File: src/rtl/clk_div_monitor.sv
// ---------------------------------------------------------------------------
// clk_div_monitor
//
// Watches a divided clock (clk_in) that is generated from clk and therefore
// sampled directly as data. Every level change is an edge; the number of clk
// cycles the previous level lasted is the "measured half". The monitor:
//   - reports the last full period (high half + low half) on each rising
//     edge that has a measured high half before it,
//   - runs a SEARCH / ACQUIRE / LOCKED state machine that locks after
//     LOCK_COUNT consecutive halves equal to exp_half,
//   - pulses err and bumps a saturating err_count when lock is lost, either
//     through a mismatching half or through a stuck input (timeout).
//
// Ports
//   clk           in   1  system clock, rising edge
//   reset         in   1  synchronous active-high reset
//   clk_in        in   1  divided clock under test
//   exp_half      in   8  expected half-period in clk cycles (0 never matches)
//   period        out  9  last measured full period, registered
//   period_valid  out  1  one-cycle pulse when period updates
//   locked        out  1  high while the FSM is in LOCKED
//   err           out  1  one-cycle pulse on loss of lock
//   err_count     out  8  saturating count of err pulses
//
// Parameter
//   LOCK_COUNT    consecutive matching halves needed to lock (1..15)
// ---------------------------------------------------------------------------
module clk_div_monitor #(
    parameter int unsigned LOCK_COUNT = 4
) (
    input  logic       clk,
    input  logic       reset,
    input  logic       clk_in,
    input  logic [7:0] exp_half,
    output logic [8:0] period,
    output logic       period_valid,
    output logic       locked,
    output logic       err,
    output logic [7:0] err_count
);

    typedef enum logic [1:0] {
        SEARCH  = 2'd0,
        ACQUIRE = 2'd1,
        LOCKED  = 2'd2
    } state_t;

    localparam logic [3:0] LOCK_TGT = 4'(LOCK_COUNT);
    localparam logic [7:0] HALF_MAX = 8'd255;

    // Registers
    state_t     state_q;
    logic       sig_q;          // clk_in delayed by one clk
    logic [7:0] half_cnt_q;     // cycles spent in the current level
    logic [3:0] match_cnt_q;    // consecutive matching halves in ACQUIRE
    logic       seen_edge_q;    // at least one edge since reset
    logic [7:0] high_half_q;    // most recent measured high half
    logic       high_valid_q;
    logic [8:0] period_q;
    logic       period_valid_q;
    logic       locked_q;
    logic       err_q;
    logic [7:0] err_count_q;

    // Next-state values
    state_t     state_d;
    logic [3:0] match_cnt_d;
    logic [7:0] half_cnt_d;
    logic [7:0] err_count_d;
    logic       err_d;

    // Combinational helpers
    logic       edge_s;
    logic       rise_s;
    logic       fall_s;
    logic       meas_valid_s;
    logic       match_s;
    logic       timeout_s;
    logic       period_upd_s;
    logic [3:0] match_inc_s;

    // Edge detection and measurement qualification.
    always_comb begin
        edge_s       = clk_in ^ sig_q;
        rise_s       = edge_s & clk_in;
        fall_s       = edge_s & ~clk_in;
        // The first edge after reset has no earlier reference edge.
        meas_valid_s = edge_s & seen_edge_q;
        // half_cnt_q holds the length of the level that just ended.
        match_s      = (exp_half != 8'd0) && (half_cnt_q == exp_half);
        // Fires only on the 254 -> 255 step, so once per stuck interval;
        // an edge in the same cycle takes precedence.
        timeout_s    = !edge_s && (half_cnt_q == 8'd254);
        period_upd_s = rise_s & meas_valid_s & high_valid_q;
        match_inc_s  = match_cnt_q + 4'd1;
    end

    // Half-period counter: restart on every edge, saturate at 255.
    always_comb begin
        half_cnt_d = half_cnt_q;
        if (edge_s) begin
            half_cnt_d = 8'd1;
        end else if (half_cnt_q != HALF_MAX) begin
            half_cnt_d = half_cnt_q + 8'd1;
        end else begin
            half_cnt_d = half_cnt_q;
        end
    end

    // Lock state machine transitions and loss-of-lock detection.
    always_comb begin
        state_d     = state_q;
        match_cnt_d = match_cnt_q;
        err_d       = 1'b0;
        case (state_q)
            SEARCH: begin
                if (edge_s) begin
                    state_d     = ACQUIRE;
                    match_cnt_d = 4'd0;
                end else begin
                    state_d     = SEARCH;
                end
            end
            ACQUIRE: begin
                if (edge_s) begin
                    if (match_s) begin
                        if (match_inc_s == LOCK_TGT) begin
                            state_d     = LOCKED;
                            match_cnt_d = 4'd0;
                        end else begin
                            match_cnt_d = match_inc_s;
                        end
                    end else begin
                        match_cnt_d = 4'd0;
                    end
                end else if (timeout_s) begin
                    state_d     = SEARCH;
                    match_cnt_d = 4'd0;
                end else begin
                    state_d     = ACQUIRE;
                end
            end
            LOCKED: begin
                if (edge_s) begin
                    if (!match_s) begin
                        state_d     = ACQUIRE;
                        match_cnt_d = 4'd0;
                        err_d       = 1'b1;
                    end else begin
                        state_d     = LOCKED;
                    end
                end else if (timeout_s) begin
                    state_d     = SEARCH;
                    match_cnt_d = 4'd0;
                    err_d       = 1'b1;
                end else begin
                    state_d     = LOCKED;
                end
            end
            default: begin
                state_d     = SEARCH;
                match_cnt_d = 4'd0;
            end
        endcase
    end

    // Saturating error counter.
    always_comb begin
        err_count_d = err_count_q;
        if (err_d && (err_count_q != 8'hFF)) begin
            err_count_d = err_count_q + 8'd1;
        end else begin
            err_count_d = err_count_q;
        end
    end

    // All state and registered outputs, synchronous active-high reset.
    always_ff @(posedge clk) begin
        if (reset) begin
            state_q        <= SEARCH;
            sig_q          <= 1'b0;
            half_cnt_q     <= 8'd0;
            match_cnt_q    <= 4'd0;
            seen_edge_q    <= 1'b0;
            high_half_q    <= 8'd0;
            high_valid_q   <= 1'b0;
            period_q       <= 9'd0;
            period_valid_q <= 1'b0;
            locked_q       <= 1'b0;
            err_q          <= 1'b0;
            err_count_q    <= 8'd0;
        end else begin
            state_q        <= state_d;
            sig_q          <= clk_in;
            half_cnt_q     <= half_cnt_d;
            match_cnt_q    <= match_cnt_d;
            locked_q       <= (state_d == LOCKED);
            err_q          <= err_d;
            err_count_q    <= err_count_d;
            period_valid_q <= period_upd_s;
            if (edge_s) begin
                seen_edge_q <= 1'b1;
            end
            // A falling edge closes a high half; remember it for the period.
            if (fall_s && meas_valid_s) begin
                high_half_q  <= half_cnt_q;
                high_valid_q <= 1'b1;
            end
            // A rising edge closes a low half; both halves now known.
            if (period_upd_s) begin
                period_q <= {1'b0, high_half_q} + {1'b0, half_cnt_q};
            end
        end
    end

    assign period       = period_q;
    assign period_valid = period_valid_q;
    assign locked       = locked_q;
    assign err          = err_q;
    assign err_count    = err_count_q;

endmodule

File: config.mk
export PLATFORM = sky130hd
export DESIGN_NAME = clk_div_monitor
export DESIGN_NICKNAME = d
export VERILOG_FILES = /design/src/rtl/clk_div_monitor.sv
export SDC_FILE = /design/constraint.sdc
export NUM_CORES = 1
export LEC_CHECK = 0
export ABC_CLOCK_PERIOD_IN_PS = 6700
export BUFFER_PORTS_ARGS = -buffer_cell sky130_fd_sc_hd__buf_2
export CAP_MARGIN = 20
export CELL_PAD_IN_SITES_DETAIL_PLACEMENT = 1
export CELL_PAD_IN_SITES_GLOBAL_PLACEMENT = 1
export CORE_MARGIN = 2
export CORE_UTILIZATION = 47
export DETAILED_ROUTE_END_ITERATION = 16
export GPL_ROUTABILITY_DRIVEN = 0
export PLACE_DENSITY = 0.81
export SYNTH_ARGS = -nofsm -noshare
export SYNTH_HDL_FRONTEND = slang
export SYNTH_SLANG_ARGS = --single-unit
export TNS_END_PERCENT = 30
File: constraint.sdc
create_clock -name clk -period 6.7 [get_ports clk]
set_clock_uncertainty 0.1 [all_clocks]
set_input_delay 0 -clock clk [delete_from_list [all_inputs] [get_ports clk]]
set_output_delay 0 -clock clk [all_outputs]
set_load 0.01 [all_outputs]
=== Word level (Yosys, flattened, before mapping) ===
Cells that the tools add are included.

* Add/subtract/negate cells: 4
* Equality and inequality tests: 10
* Muxes and demuxes: 23
* Bitwise operators: 7
* Reductions and logical operators: 10

{| class="wikitable"
|+ Operators by type and width
! cell !! number
|-
| $mux W4 || 7
|-
| $add A8 B1 Y8 const B || 2
|-
| $ne A8 B8 Y1 const B || 2
|-
| $mux W2 || 6
|-
| $pmux W4 S3 || 1
|-
| $add A8 B8 Y9 || 1
|-
| $eq A8 B8 Y1 || 1
|-
| $eq A8 B8 Y1 const B || 1
|-
| $mux W1 || 8
|-
| $reduce_bool A8 Y1 || 1
|-
| $pmux W2 S3 || 1
|-
| $and A1 B1 Y1 || 5
|-
| $add A4 B1 Y4 const B || 1
|-
| $eq A2 B2 Y1 const B || 2
|-
| $eq A4 B3 Y1 const B || 1
|-
| $logic_and A1 B1 Y1 || 4
|-
| $ne A3 B3 Y1 const B || 1
|-
| $eq A2 B1 Y1 const B || 1
|-
| $logic_not A2 Y1 || 1
|-
| $ne A2 B2 Y1 const B || 1
|-
| $reduce_and A2 Y1 || 1
|-
| $reduce_bool A2 Y1 || 1
|-
| $reduce_or A2 Y1 || 1
|-
| $logic_not A1 Y1 || 1
|-
| other kinds (2) || 2
|}

* Bits in registers: 45
* Bits of input ports: 11
* Output and inout bits: 20

=== Longest topological paths before layout ===
* Word-level depth: 7
* Mapped depth: 9

=== Least setup slack after synthesis ===
No wires, ideal clock.

* Path type: register to register
* From: register half_cnt_q[0]
* To: register period_q[6], in the netlist period[6]
* Setup time: 0.060 ns
* Data arrival time: 1.971 ns
* Data required time: 6.540 ns
* Setup slack: 4.569 ns
* Stages on the path, launching flop included: 9
* Path buffers: 0
* Period minus slack after synthesis: 2.131 ns
* Path through: dfxtp_1 -> ha_1 -> inv_1 -> fa_1 -> nor2b_1 -> o31a_1 -> o21ai_0 -> a2111oi_0 -> a311o_1

* Word-level cells in the longest chain between the ends: 1

{| class="wikitable"
|+ RTL lines
! item !! RTL line !! source
|-
| start, declared || 54 || <nowiki>logic [7:0] half_cnt_q;</nowiki>
|-
| start signal, assigned || 195 || <nowiki>half_cnt_q <= half_cnt_d;</nowiki>
|-
| $add A8 B8 Y9 || 211 || <nowiki>period_q <= {1'b0, high_half_q} + {1'b0, half_cnt_q};</nowiki>
|-
| end signal, assigned || 211 ||
|-
| end, declared || 59 || <nowiki>logic [8:0] period_q;</nowiki>
|}

Every way passes these cells.
A chain may end at the register's enable or synchronous reset.

=== Worst setup path in the final report ===
* From: input port clk_in
* To: register period_q[7], in the netlist period[7]

* Word-level cells in the longest chain between the ends: 4

{| class="wikitable"
|+ RTL lines
! item !! RTL line !! source
|-
| start, declared || 33 || <nowiki>input logic clk_in,</nowiki>
|-
| $xor A1 B1 Y1 || 84 || <nowiki>edge_s = clk_in ^ sig_q;</nowiki>
|-
| $and A1 B1 Y1, on equally long branches || 85, 88 ||
|-
| $and A1 B1 Y1 * (2 in series) || 94 || <nowiki>period_upd_s = rise_s & meas_valid_s & high_valid_q;</nowiki>
|}

Mark *: on every way between the ends. The rest lies on a longest branch, timed or not.

==> metrics.log <==
[metrics] run status: finished, final reports clean
[metrics] sequential share of the synthesized area: 36.1%
[metrics] maximum root-to-sink buffer count: 2
[metrics] endpoint of the worst-slack reg-to-reg timing path: period[7]
[metrics] Hold Crit Endpoint: sig_q
[metrics] count of different cell masters after synthesis: 52
[metrics] Critical Setup Path Class: in -> reg
[metrics] Layout Cell Area excl Fill: 0.00278 mm^2
[metrics] highest-count cells in the layout ignoring fill and taps: dfxtp_1 (45), buf_2 (30), nand2_1 (26), a21oi_1 (25), nor2_1 (23)
[metrics] sort of element at the start of the critical path: primary input
[metrics] Mapped Nets: 328
[metrics] leading cell type in the layout, fill and taps excluded: dfxtp_1
[metrics] highest attainable clock frequency: 350 MHz
[metrics] arrival time at the worst endpoint: 3000 ps
[metrics] largest net degree at the start of global routing: 40
[metrics] clock insertion delay at the later pin of the skew report: 300 ps
[metrics] launch point of the worst hold path: reset
[metrics] count of H-tree levels built during CTS: 2
[metrics] antenna violations before repair: 0
[metrics] Detailed Place HPWL: 4430 um
[metrics] number of diodes added for antenna fixing: 0
[metrics] Seq pwr share: 57.2%
[metrics] Remaining Overflow, GRT: 0
[metrics] share of synthesized flip-flops with an asynchronous set or reset: 0%
[metrics] Top Ports: 31
[metrics] Total GRT Usage: 21.6%
[metrics] fraction of layout instances using a drive strength above 1: 14.5%
[metrics] part of the cycle the worst path needs: 42.7%
[metrics] via density per instance: 5.58
[metrics] worst rel slew slack: 52.4%
[metrics] starting utilization of the core area: 48.9%
[metrics] final core utilization: 54.4%
[metrics] nature of the critical path endpoint: register
[metrics] crit path setup slack, layout: 3840 ps
[metrics] Min-Delay Path Depth: 2
[metrics] clock sinks: 45
[metrics] largest fanout on the critical path: 16
[metrics] first-pass detailed-route iteration total: 4
[metrics] total negative slack: 0 ps
[metrics] layout net count: 354
[metrics] most numerous cell on the critical path: nand3_1
[metrics] Horiz. Die Dim: 76.9 um
[metrics] Clock transition at path regs: 80 ps
[metrics] Reg2Reg Setup Slack: 3920 ps
[metrics] root buffer cell: clkbuf_8
[metrics] Die Height: 76.9 um
[metrics] clock tree from TritonCTS: done
[metrics] crit path max-delay cell type: or4_1
[metrics] worst-path cell chain: dlygate4sd3_1, buf_2, inv_1, ha_1, nor2b_1, nand3_1, or4_1, nand3_1
[metrics] clock buffers created by TritonCTS: 5
[metrics] Post-Place Setup Slack: 3900 ps
[metrics] Resized cells post-CTS: 0
[metrics] switching portion of total power: 25.0%
[metrics] max-slew violation total from the final report: 0
[metrics] VDD IR max: 74.9 uV
[metrics] unrepaired setup endpoints after global routing: no
[metrics] synthesized netlist cell count: 298
[metrics] cell-internal power: 0.000359 W
[metrics] warning count from the yosys run: 0
[metrics] Die ar.: 0.00592 mm^2
[metrics] post-CTS setup buffer count: 0
[metrics] final wirelength: 5810 um
[metrics] transition time at the pin with the least slew margin: 715 ps
[metrics] startpoint of the worst register-to-register path: sig_q
[metrics] average detailed-routed wire length per instance: 14.7 um
[metrics] synth-to-layout area growth: 11.3%
[metrics] Fin. Hold Viols: 0
[metrics] Avg Synthesized Cell Area: 8.38 um^2
[metrics] vias in the first global route: 2304
[metrics] number of DRC markers in iteration 0: 40
[metrics] Setup violations, final: 0
[metrics] dominant register cell in the synthesized netlist: dfxtp_1
[metrics] WP data required: 6840 ps
[metrics] global-route wire length before repair: 10400 um
[metrics] Switch Pwr: 0.000120 W
[metrics] R2R depth: 5
[metrics] count of flip-flops with a built-in enable after synthesis: 0
[metrics] number of synthesized register bits: 45
[metrics] maximum cell stage delay along the critical path: 640 ps
[metrics] max-cap viol count: 0
[metrics] fraction of power consumed by combinational cells: 8.5%
[metrics] synthesized area: 0.00250 mm^2
[metrics] total cell area at the placement stage: 0.00269 mm^2
[metrics] CORE AREA: 0.00511 mm^2
[metrics] number of vias after detailed routing: 2205
[metrics] worst hold path class: in -> reg
[metrics] I/O Buffers: 30
[metrics] smallest hold slack: 135 ps
[metrics] Post-route DRC: 0
[metrics] antenna-violating nets left: 0
[metrics] total power density per cell area: 172 mW/mm^2
[metrics] Min Clock Period, post-route: 2860 ps
[metrics] Lkg Pwr: 1.10 nW
[metrics] # rows: 26
[metrics] share of total power in the clock network: 34.2%
==> Yosys cell counts (3+ instances only) <==
cell | number | area, um^2
dfxtp_1 | 45 | 901
nand2_1 | 26 | 97.6
a21oi_1 | 25 | 125
nor2_1 | 23 | 86.3
nand3_1 | 20 | 100
inv_1 | 19 | 71.3
ha_1 | 18 | 225
xnor2_1 | 11 | 96.3
nand4_1 | 8 | 50.1
clkbuf_1 | 7 | 26.3
nor3_1 | 7 | 35.0
o21ai_0 | 7 | 35.0
mux2i_1 | 6 | 60.1
o31ai_1 | 6 | 45.0
or4_1 | 6 | 45.0
nor2b_1 | 5 | 31.3
or2_2 | 5 | 31.3
xor2_1 | 4 | 35.0
a211oi_1 | 3 | 22.5
buf_2 | 3 | 15.0
o21a_1 | 3 | 22.5
or3_1 | 3 | 18.8
==> power by group through the flow <==
stage / Sequential [W] / Combinational [W] / Clock (W)
CTS: 0.000274 / 0.0000415 / 0.000171
global placement: 0.000281 / 0.0000397 / 0
finish: 0.000274 / 0.0000408 / 0.000164
global route: 0.000275 / 0.0000468 / 0.000179
detailed placement: 0.000281 / 0.0000409 / 0
floorplan: 0.000279 / 0.0000296 / 0
==> state kept, by name (all words and copies together) (netlist names) <==
| register | cells |
|---|---|
| period | 9 |
| err_count | 8 |
| state_q | 2 |
| sig_q | 1 |
| locked | 1 |
| err | 1 |
| seen_edge_q | 1 |
| half_cnt_q | 8 |
| high_valid_q | 1 |
| match_cnt_q | 4 |
| period_valid | 1 |
| high_half_q | 8 |
==> metrics by stage <==
stage / power [W] / cells
5_1_grt: 0.000501 / 395
6_report: 0.000479 / 395
4_1_cts: 0.000486 / 395
3_3_place_gp: 0.000320 / 386
2_1_floorplan: 0.000309 / 298
3_5_place_dp: 0.000322 / 386
==> kinds of logic after synthesis <==
group                      synth area share, %
muxes                                     3.30
adders and majority gates                 9.81
AOI/OAI and AO/OA                         16.6
and+or+nand+nor                           23.9
buffers and inverters                     5.01
xor gates and xnor gates                  5.26
DFF                                       36.1
==> final cells by class <==
type | count | area, um^2
well taps | 70 | 87.6
multi-input cells | 221 | 1470
fillers | 659 | 2330
clock buffers | 8 | 80.1
repair buffers | 32 | 168
inverters | 19 | 71.3
flip-flops and latches | 45 | 901
==> per-layer routing <==
layer / vias up / wire, um / global-route usage [%]
met5: - / 0 / 0
met4: 0 / 71 / 6.91
met3: 7 / 133 / 3.18
met2: 28 / 2820 / 38.1
met1: 1058 / 2790 / 26.9
li1: 1112 / - / -
==> critical path: cells and delay by family <==
kind | cells | cell delay (ps)
AND/OR/NAND/NOR | 4 | 1870
adder cells (fa/ha/maj) | 1 | 440
buffers and inverters | 3 | 680
==> worst max path at each step <==
| stage | startpoint | cells past startpoint | endpoint |
|---|---|---|---|
| finish | clk_in | 8 | period[7] |
| global route | clk_in | 8 | period[6] |
| CTS | clk_in | 8 | period[7] |
| detailed placement | sig_q | 5 | period[7] |
| global placement | sig_q | 5 | period[7] |
| floorplan | half_cnt_q[0] | 8 | period[6] |
==> timing repair <==
item | 4_1_cts | 5_1_grt
hold endpoints to repair | 1 | 0
endpoints found under the setup margin | 0 | 0
hold buffers | 1 | 0
No activity file was read; power rests on OpenSTA's default activity.
